## src/rtl/glitch_sequencer.sv

```systemverilog
// Glitch timing engine: snapshots delay/width/count/spacing at launch and plays the pulse train on glitch_o.
// Optional macro GLITCH_TRIGGER_SYNC_EN adds a 2-flop synchronizer in front of the trigger edge detector.
module glitch_sequencer (
    input  logic        clk,
    input  logic        rst,
    input  logic [15:0] delay_i,
    input  logic [7:0]  width_i,
    input  logic [7:0]  num_pulses_i,
    input  logic [15:0] pulse_spacing_i,
    input  logic        pulse_en_i,
    input  logic        arm_i,
    input  logic        abort_i,
    input  logic        trigger_i,
    input  logic        reset_en_i,
    input  logic [15:0] reset_length_i,
    output logic        glitch_o,
    output logic        target_reset_o,
    output logic        armed_o,
    output logic        busy_o,
    output logic        done_o
);

    typedef enum logic [2:0] {
        S_IDLE,
        S_ARMED,
        S_DELAY,
        S_PULSE,
        S_SPACE
    } state_t;

    state_t      state_reg, state_next;
    logic [15:0] timer_reg, timer_next;
    logic [7:0]  pulses_reg, pulses_next;
    logic [7:0]  width_reg, width_next;
    logic [15:0] space_reg, space_next;
    logic        done_next;
    logic        launch;

    logic        glitch_reg, armed_reg, busy_reg, done_reg;
    logic [15:0] rcnt_reg, rcnt_next;
    logic        target_reset_reg;

    logic        trig_level;
    logic        trig_hist_reg;
    logic        trig_rise;

    logic [7:0]  width_clamp;
    logic [7:0]  pulses_clamp;
    logic [15:0] space_clamp;

`ifdef GLITCH_TRIGGER_SYNC_EN
    logic [1:0] trig_sync_reg;

    generate
        for (genvar gi = 0; gi < 2; gi++) begin : g_sync
            always_ff @(posedge clk) begin
                if (rst) begin
                    trig_sync_reg[gi] <= 1'b0;
                end else if (gi == 0) begin
                    trig_sync_reg[gi] <= trigger_i;
                end else begin
                    trig_sync_reg[gi] <= trig_sync_reg[gi-1];
                end
            end
        end
    endgenerate

    assign trig_level = trig_sync_reg[1];
`else
    assign trig_level = trigger_i;
`endif

    always_ff @(posedge clk) begin
        if (rst) begin
            trig_hist_reg <= 1'b0;
        end else begin
            trig_hist_reg <= trig_level;
        end
    end

    // Edges arriving while the target is held in reset are discarded, not deferred.
    assign trig_rise = trig_level & ~trig_hist_reg & ~target_reset_reg;

    assign width_clamp  = (width_i == 8'd0)         ? 8'd1  : width_i;
    assign pulses_clamp = (num_pulses_i == 8'd0)    ? 8'd1  : num_pulses_i;
    assign space_clamp  = (pulse_spacing_i == 16'd0) ? 16'd1 : pulse_spacing_i;

    always_comb begin
        state_next  = state_reg;
        timer_next  = timer_reg;
        pulses_next = pulses_reg;
        width_next  = width_reg;
        space_next  = space_reg;
        done_next   = 1'b0;
        launch      = 1'b0;

        if (abort_i) begin
            state_next  = S_IDLE;
            timer_next  = 16'd0;
            pulses_next = 8'd0;
        end else begin
            case (state_reg)
                S_IDLE: begin
                    if (pulse_en_i) begin
                        launch = 1'b1;
                    end else if (arm_i) begin
                        state_next = S_ARMED;
                    end
                end
                S_ARMED: begin
                    if (pulse_en_i || trig_rise) begin
                        launch = 1'b1;
                    end
                end
                S_DELAY: begin
                    if (timer_reg == 16'd1) begin
                        state_next = S_PULSE;
                        timer_next = {8'd0, width_reg};
                    end else begin
                        timer_next = timer_reg - 16'd1;
                    end
                end
                S_PULSE: begin
                    if (timer_reg == 16'd1) begin
                        pulses_next = pulses_reg - 8'd1;
                        if (pulses_reg == 8'd1) begin
                            state_next = S_IDLE;
                            timer_next = 16'd0;
                            done_next  = 1'b1;
                        end else begin
                            state_next = S_SPACE;
                            timer_next = space_reg;
                        end
                    end else begin
                        timer_next = timer_reg - 16'd1;
                    end
                end
                S_SPACE: begin
                    if (timer_reg == 16'd1) begin
                        state_next = S_PULSE;
                        timer_next = {8'd0, width_reg};
                    end else begin
                        timer_next = timer_reg - 16'd1;
                    end
                end
                default: begin
                    state_next = S_IDLE;
                end
            endcase

            // Snapshot the configuration; later input changes cannot disturb the train.
            if (launch) begin
                width_next  = width_clamp;
                space_next  = space_clamp;
                pulses_next = pulses_clamp;
                if (delay_i == 16'd0) begin
                    state_next = S_PULSE;
                    timer_next = {8'd0, width_clamp};
                end else begin
                    state_next = S_DELAY;
                    timer_next = delay_i;
                end
            end
        end
    end

    always_ff @(posedge clk) begin
        if (rst) begin
            state_reg  <= S_IDLE;
            timer_reg  <= 16'd0;
            pulses_reg <= 8'd0;
            width_reg  <= 8'd0;
            space_reg  <= 16'd0;
            glitch_reg <= 1'b0;
            armed_reg  <= 1'b0;
            busy_reg   <= 1'b0;
            done_reg   <= 1'b0;
        end else begin
            state_reg  <= state_next;
            timer_reg  <= timer_next;
            pulses_reg <= pulses_next;
            width_reg  <= width_next;
            space_reg  <= space_next;
            glitch_reg <= (state_next == S_PULSE);
            armed_reg  <= (state_next == S_ARMED);
            busy_reg   <= (state_next == S_DELAY) || (state_next == S_PULSE) ||
                          (state_next == S_SPACE);
            done_reg   <= done_next;
        end
    end

    // Target reset counter runs on its own; a new strobe always reloads the full length.
    always_comb begin
        rcnt_next = rcnt_reg;
        if (reset_en_i) begin
            rcnt_next = reset_length_i;
        end else if (rcnt_reg != 16'd0) begin
            rcnt_next = rcnt_reg - 16'd1;
        end
    end

    always_ff @(posedge clk) begin
        if (rst) begin
            rcnt_reg         <= 16'd0;
            target_reset_reg <= 1'b0;
        end else begin
            rcnt_reg         <= rcnt_next;
            target_reset_reg <= (rcnt_next != 16'd0);
        end
    end

    assign glitch_o       = glitch_reg;
    assign target_reset_o = target_reset_reg;
    assign armed_o        = armed_reg;
    assign busy_o         = busy_reg;
    assign done_o         = done_reg;

endmodule
```

## config.mk

```make
export PLATFORM = sky130hd
export DESIGN_NAME = glitch_sequencer
export DESIGN_NICKNAME = d
export VERILOG_FILES = /design/src/rtl/glitch_sequencer.sv
export SDC_FILE = /design/constraint.sdc
export NUM_CORES = 1
export LEC_CHECK = 0
export CAP_MARGIN = 30
export CORE_MARGIN = 1
export CORE_UTILIZATION = 28
export CTS_BUF_LIST = sky130_fd_sc_hd__clkbuf_4 sky130_fd_sc_hd__clkbuf_8
export CTS_CLUSTER_DIAMETER = 100
export DETAILED_ROUTE_END_ITERATION = 8
export HOLD_SLACK_MARGIN = 0.05
export REMOVE_ABC_BUFFERS = 1
export SLEW_MARGIN = 10
export SYNTH_ARGS = -nofsm -noshare
export SYNTH_HDL_FRONTEND = slang
export SYNTH_SLANG_ARGS = --single-unit
```

## constraint.sdc

```tcl
create_clock -name clk -period 3.6 [get_ports clk]
set_clock_uncertainty 0.15 [all_clocks]
set_input_delay 0.72 -clock clk [delete_from_list [all_inputs] [get_ports clk]]
set_output_delay 0.72 -clock clk [all_outputs]
set_load 0.01 [all_outputs]
```

==> results of run 1 <==
==> layer usage <==
layer | share of wire, % | vias to the layer above | wire length (um)
met5 | 0 | - | 0
met4 | 2.0 | 0 | 251
met3 | 6.4 | 20 | 818
met2 | 47 | 149 | 6000
met1 | 45 | 2011 | 5720
li1 | - | 2072 | -
==> cell families after synthesis <==
kind of cell               count (synthesis)  share of synthesized area (%)
AOI/OAI and AO/OA                        161                           25.2
xor gates and xnor gates                  18                           3.90
adders and majority gates                  6                           1.86
buffers and inverters                     44                           4.43
DFF                                       73                           36.1
muxes                                      3                          0.743
and+or+nand+nor                          227                           27.8
==> tightest hold or removal path: cells and delay by family, from the launching register on <==
family           cells  cell delay (ps)
flip-flops           1              320
AO/OA/AOI/OAI        1               50
AND/OR/NAND/NOR      1               50
==> power breakdown <==
part / total, mW / leakage (nW) / internal (mW) / switching (mW)
Sequential: 0.904 / 0.599 / 0.853 / 0.0513
Clock: 0.820 / 0.119 / 0.482 / 0.339
Combinational: 0.470 / 1.13 / 0.216 / 0.254
Total: 2.20 / 1.85 / 1.55 / 0.644
==> cell type report <==
type	instances	area [um^2]	share of cell area (%)
clock buffer	10	138	2.64
clock inverter	6	114	2.18
timing repair buffer	86	833	16.0
multi-input combinational	415	2400	46.0
sequential	73	1460	28.0
inverter	12	45.0	0.863
tap	180	225	4.32
==> synth_stat cells, types with 9 or more instances <==
| master | number |
|---|---|
| dfxtp_1 | 73 |
| nand2_1 | 70 |
| a21oi_1 | 65 |
| nor2_1 | 60 |
| o21ai_0 | 26 |
| clkbuf_1 | 25 |
| nor4_1 | 22 |
| a221oi_1 | 13 |
| nand3_1 | 13 |
| nor3_1 | 13 |
| inv_1 | 12 |
| a31oi_1 | 9 |
| xnor2_1 | 9 |
| xor2_1 | 9 |
==> stage by stage <==
stage / cell area (um^2) / util [%] / setup slack (ps) / hold slack, ps / power (mW)
2_1_floorplan: 3910 / - / 722 / 280 / 1.18
3_3_place_gp: 4970 / 35.5 / 438 / 293 / 1.38
3_5_place_dp: 4970 / 35.5 / 473 / 297 / 1.38
4_1_cts: 5220 / 37.3 / 844 / 308 / 2.21
5_1_grt: 5220 / 37.3 / 483 / 331 / 2.30
6_report: 5220 / 37.3 / 771 / 308 / 2.20
==> cells in the final DEF, fill, tap and decap left out, types with 6 or more instances in the layout <==
cell type	count
nor3_1	13
xor2_1	9
nand2_1	70
nor4_1	22
a21oi_1	65
nor2_1	60
o31ai_1	8
o21ai_0	26
nand2b_1	8
a211oi_1	8
clkdlybuf4s50_1	75
inv_1	12
ha_1	6
dfxtp_1	73
nor2b_1	8
a31oi_1	9
buf_4	11
nand3_1	13
xnor2_1	9
clkbuf_8	10
a221oi_1	13
==> worst paths after layout <==
path | startpoint | endpoint | slack, ps | cells after the start
setup / recovery | rcnt_reg[0]$_SDFF_PP0_ | target_reset_o$_SDFF_PP0_ | 770 | 9
hold / removal | width_reg[4]$_SDFFE_PP0P_ | width_reg[4]$_SDFFE_PP0P_ | 310 | 2
setup reg to reg | rcnt_reg[0]$_SDFF_PP0_ | target_reset_o$_SDFF_PP0_ | 770 | 9
hold reg to reg | width_reg[4]$_SDFFE_PP0P_ | width_reg[4]$_SDFFE_PP0P_ | 310 | 2
==> impl_results.md, run 1 <==
- Post-synthesis cell count: 532
- Row count: 43
- Req. time, crit path: approximately 3700 ps
- Min-delay worst type: register to register
- Worst Tran Pin Value: 643 ps
- Distinct cell type count after synthesis: 56
- Slowest CP cell: o21ai_0
- Power Dens Cells: approximately 420 nW/um^2
- Postcts setup bufs: 0
- H-Tree Level Count: 3
- Die Width: 122 um
- Gp weighted congestion: 0.912
- Synth Cell Area: 4040 um^2
- Crit-path max FO: 7
- Crit path arrival time: a little under 3000 ps
- Max Cap Viol: 0
- Vias in the first global route: between 3000 and 4000
- Clock tree sinks: 73
- Yosys Warn Count: 0
- Top cell type's share of synthesized area: 36.1%
- Endpoints failing setup: 0
- CORE AREA: 14000 um^2
- CTS Buf Count: 9
- Die area: between 10000 and 15000 um^2
- Syn avg cell area: 7.60 um^2
- GR Util All Layers: 17.7%
- Post-layout min period: 2830 ps
- Async S/R FF share, synth: 0%
- Fin cells: 782
- Placed Cells: 766
- Setup TNS: 0 ps
- Yosys reg bits: 73
- Period utilization: 78.6%
- Initial drt markers: 316
- GR peak layer: met2
- Nets@finish: 674
- # diodes: 0
- TritonCTS clock tree: done
- Delay-heaviest family, CP: compound AO/OA/AOI/OAI gates
- Top-level I/O count: 76
- Met3 Usage GRT: 4.82%
- Critical Path End Type: register
- Die height: 122 um
- Crit path cell chain: inv_1, ha_1, nor3b_1, nand3_1, o21ai_0, nor3_1, o31a_1, a211oi_1, a41oi_1
- Post-synth EDFFs: 0
- RSZ-0062 raised after global routing: no
- Sequential area share after synthesis: 36.1%
- CTS resizes: 0
- Slew margin rel.: 56.7%
- Clk slew on worst S/H paths: 100 ps
- Drt drc: 0
- CP peak stage delay: 590 ps
- CP bufs+invs: 1
- Final WL: 12.8 mm
- Vias: 4252
- Syn-to-layout area delta: 29.1%
- Total congestion overflow: 0
- M1 GR Usage: 22.6%
- Number of hold buffers added after CTS: 0
- Worst-case vdd ir drop: 0.164 mV
- Post-route ant nets: 0
- Largest net degree at the start of global routing: 40
- Worst setup SP type: register
- Met2 GRT Util: 28.3%
- Initial Util: just under 30%
- Crit path kind: register to register
- Fmax achieved: 354 MHz
- Synth Flop Type: dfxtp_1
- PortBufs: 75
- First drt pass iteration count: 5
- Status: completed
- Endpoints failing hold: 0
- Vias/cell: 5.44
- Largest cells by area after synthesis: dfxtp_1 36%, a21oi_1 8.0%, nand2_1 6.5%
- Post-synth top area cell: dfxtp_1
- Lkg Pwr: 1.85 nW
- Post-detail-place hpwl: 9.63 mm
- CTS max path bufs: 2
- Share of cells above drive strength 1: 6.64%
- First-pass GRT wire length: 20.2 mm
- Antenna violations before repair: 0
- Fill count: 1456
- Root Driver: clkbuf_8
- Clk_lat worst skew: 370 ps
- Final-report max-slew violation count: 0
- WL/cell: around 16 um
(Power assumes the default switching activity.)
==> inputs of run 2 (changes only) <==
==> constraint.sdc (replaced) <==
create_clock -name clk -period 2.9 [get_ports clk]
set_clock_uncertainty 0.15 [all_clocks]
set_input_delay 0.58 -clock clk [delete_from_list [all_inputs] [get_ports clk]]
set_output_delay 0.58 -clock clk [all_outputs]
set_load 0.01 [all_outputs]
==> impl_results.md, run 2 (same netlist as run 1, synthesis figures left out) <==
- Share of cells above drive strength 1: 8.48%
- Crit-path max FO: 5
- R2R Setup Slk: 210 ps
- GR Util All Layers: between 15 and 20%
- Clk slew on worst S/H paths: around 80 ps
- Slew margin rel.: 58.8%
- Postcts setup bufs: 0
- Fill count: 1445
- Setup TNS: 0 ps
- Syn-to-layout area delta: 32.7%
- Max Cap Viol: 0
- Post-layout min period: 2690 ps
- # diodes: 0
- RR Startpoint: rcnt_reg[0]$_SDFF_PP0_
- Initial Util: 28.9%
- Total congestion overflow: 0
- WL/cell: 15.9 um
- Commonest non-fill, non-tap cell in the layout: clkdlybuf4s50_1
- Most frequent cells in the layout: 75 x clkdlybuf4s50_1, 73 x dfxtp_1, 70 x nand2_1, 65 x a21oi_1, 60 x nor2_1
- RSZ-0062 raised after global routing: no
- Post-route ant nets: 0
- Nets@finish: 685
- Row count: 43
- Clock tree sinks: 73
- Crit path kind: register to register
- Power Dens Cells: 540 nW/um^2
- R2R cell count: 9
- Crit path arrival time: 2750 ps
- Worst Tran Pin Value: 616 ps
- Largest net degree at the start of global routing: 29
- Initial drt markers: 361
- HP Start: width_reg[3]$_SDFFE_PP0P_
- Die area: about 15000 um^2
- WHS: 309 ps
- Lkg Pwr: approximately 1.9 nW
- PortBufs: 75
- Top-level I/O count: 76
- Status: completed
- CORE AREA: between 10000 and 15000 um^2
- Antenna violations before repair: 0
- Gp weighted congestion: 0.886
- H-Tree Level Count: 3
- CTS Buf Count: 9
- Fmax achieved: between 300 and 400 MHz
- Clk_lat worst skew: ~360 ps
- Vias: 4228
- Root Driver: clkbuf_8
- Endpoints failing setup: 0
- TritonCTS clock tree: done
- Worst-case vdd ir drop: 0.303 mV
- Die Width: 122 um
- Start point of the critical path: rcnt_reg[0]$_SDFF_PP0_
- CTS max path bufs: 2
- Reg2reg end: target_reset_o$_SDFF_PP0_
- Final WL: 12.6 mm
- Die height: 122 um
- Critical Path End Type: register
- Min-delay worst type: register to register
- Req. time, crit path: 2960 ps
- Period utilization: 92.7%
- Total power: 2.89 mW
- CP endpoint: target_reset_o$_SDFF_PP0_
- Drt drc: 0
- Endpoints failing hold: 0
- Vias/cell: 5.33
- Post-detail-place hpwl: roughly 9.5 mm
- Vias in the first global route: between 3000 and 4000
- First drt pass iteration count: 6
- Worst setup SP type: register
- First-pass GRT wire length: 19.9 mm
- Final-report max-slew violation count: 0
## run 2: cell count changes in the layout (fill, tap and decap cells not counted), sizes merged
cell | previous run | this run
inv | 13 | 12
clkinvlp | 2 | 0
bufinv | 3 | 5
clkbuf | 10 | 11
buf | 11 | 22
## run 2: power by group
group	switching (mW)	internal, mW
Sequential	0.0620	1.06
Combinational	0.318	0.287
Clock	0.389	0.779
## run 2: worst min-delay path by stage
stage,to,slack [ps],cells after the start
after global placement,width_reg[3]$_SDFFE_PP0P_,290,2
after detailed placement,width_reg[3]$_SDFFE_PP0P_,300,2
after floorplan,space_reg[7]$_SDFFE_PP0P_,280,2
after CTS,width_reg[3]$_SDFFE_PP0P_,310,2
after global routing,width_reg[2]$_SDFFE_PP0P_,320,2
final,width_reg[3]$_SDFFE_PP0P_,310,2
## run 2: stage by stage
stage / cell area (um^2) / std cells / util, % / worst slack [ps]
final: 5360 / 793 / 38.3 / 211
after CTS: 5360 / 793 / 38.3 / 151
after floorplan: 3910 / 500 / - / 162
after global placement: 5060 / 777 / 36.2 / 180
after detailed placement: 5060 / 777 / 36.2 / 124
after global routing: 5360 / 793 / 38.3 / 35.4
## run 2: final cells by class
type                            instances  area [um^2]  area share (%)
Clock buffer                           11          145            2.71
Clock inverter                          5          150            2.80
Inverter                               12         45.0           0.840
Multi-Input combinational cell        415         2410            44.9
Sequential cell                        73         1460            27.2
Tap cell                              180          225            4.20
Timing Repair Buffer                   97          928            17.3
## run 2: per-layer routing
layer  global-route usage (%)  vias up  part of all wire, %
met5                        0        -                    0
met4                     6.02        0                  1.8
met3                     4.78       19                  8.7
met2                     26.6      186                   45
met1                     23.1     1930                   45
li1                         -     2093                    -
## run 2: repair_timing
action                                  4_1_cts  5_1_grt
hold buffers                                  0        0
endpoints found under the setup margin        0        1
resized for setup                             0        1
## run 2: worst max-delay path, cell delays in order, from the launching register on
cell and delay [ps]:
dfxtp_1 350, inv_1 100, ha_1 170, or3b_2 530, nor4_1 240, o21ai_0 140
xor2_1 170, o21ai_0 140, nor4b_2 370, a41oi_1 190
==> inputs of run 3 (changes only) <==
--- a/config.mk
+++ b/config.mk
@@ -11,6 +11,7 @@
 export CTS_BUF_LIST = sky130_fd_sc_hd__clkbuf_4 sky130_fd_sc_hd__clkbuf_8
 export CTS_CLUSTER_DIAMETER = 100
 export DETAILED_ROUTE_END_ITERATION = 8
+export GPL_ROUTABILITY_DRIVEN = 1
 export HOLD_SLACK_MARGIN = 0.05
 export REMOVE_ABC_BUFFERS = 1
 export SLEW_MARGIN = 10
==> results of run 3 <==
Final layout, timing and power as in run 2 (identical DEF).
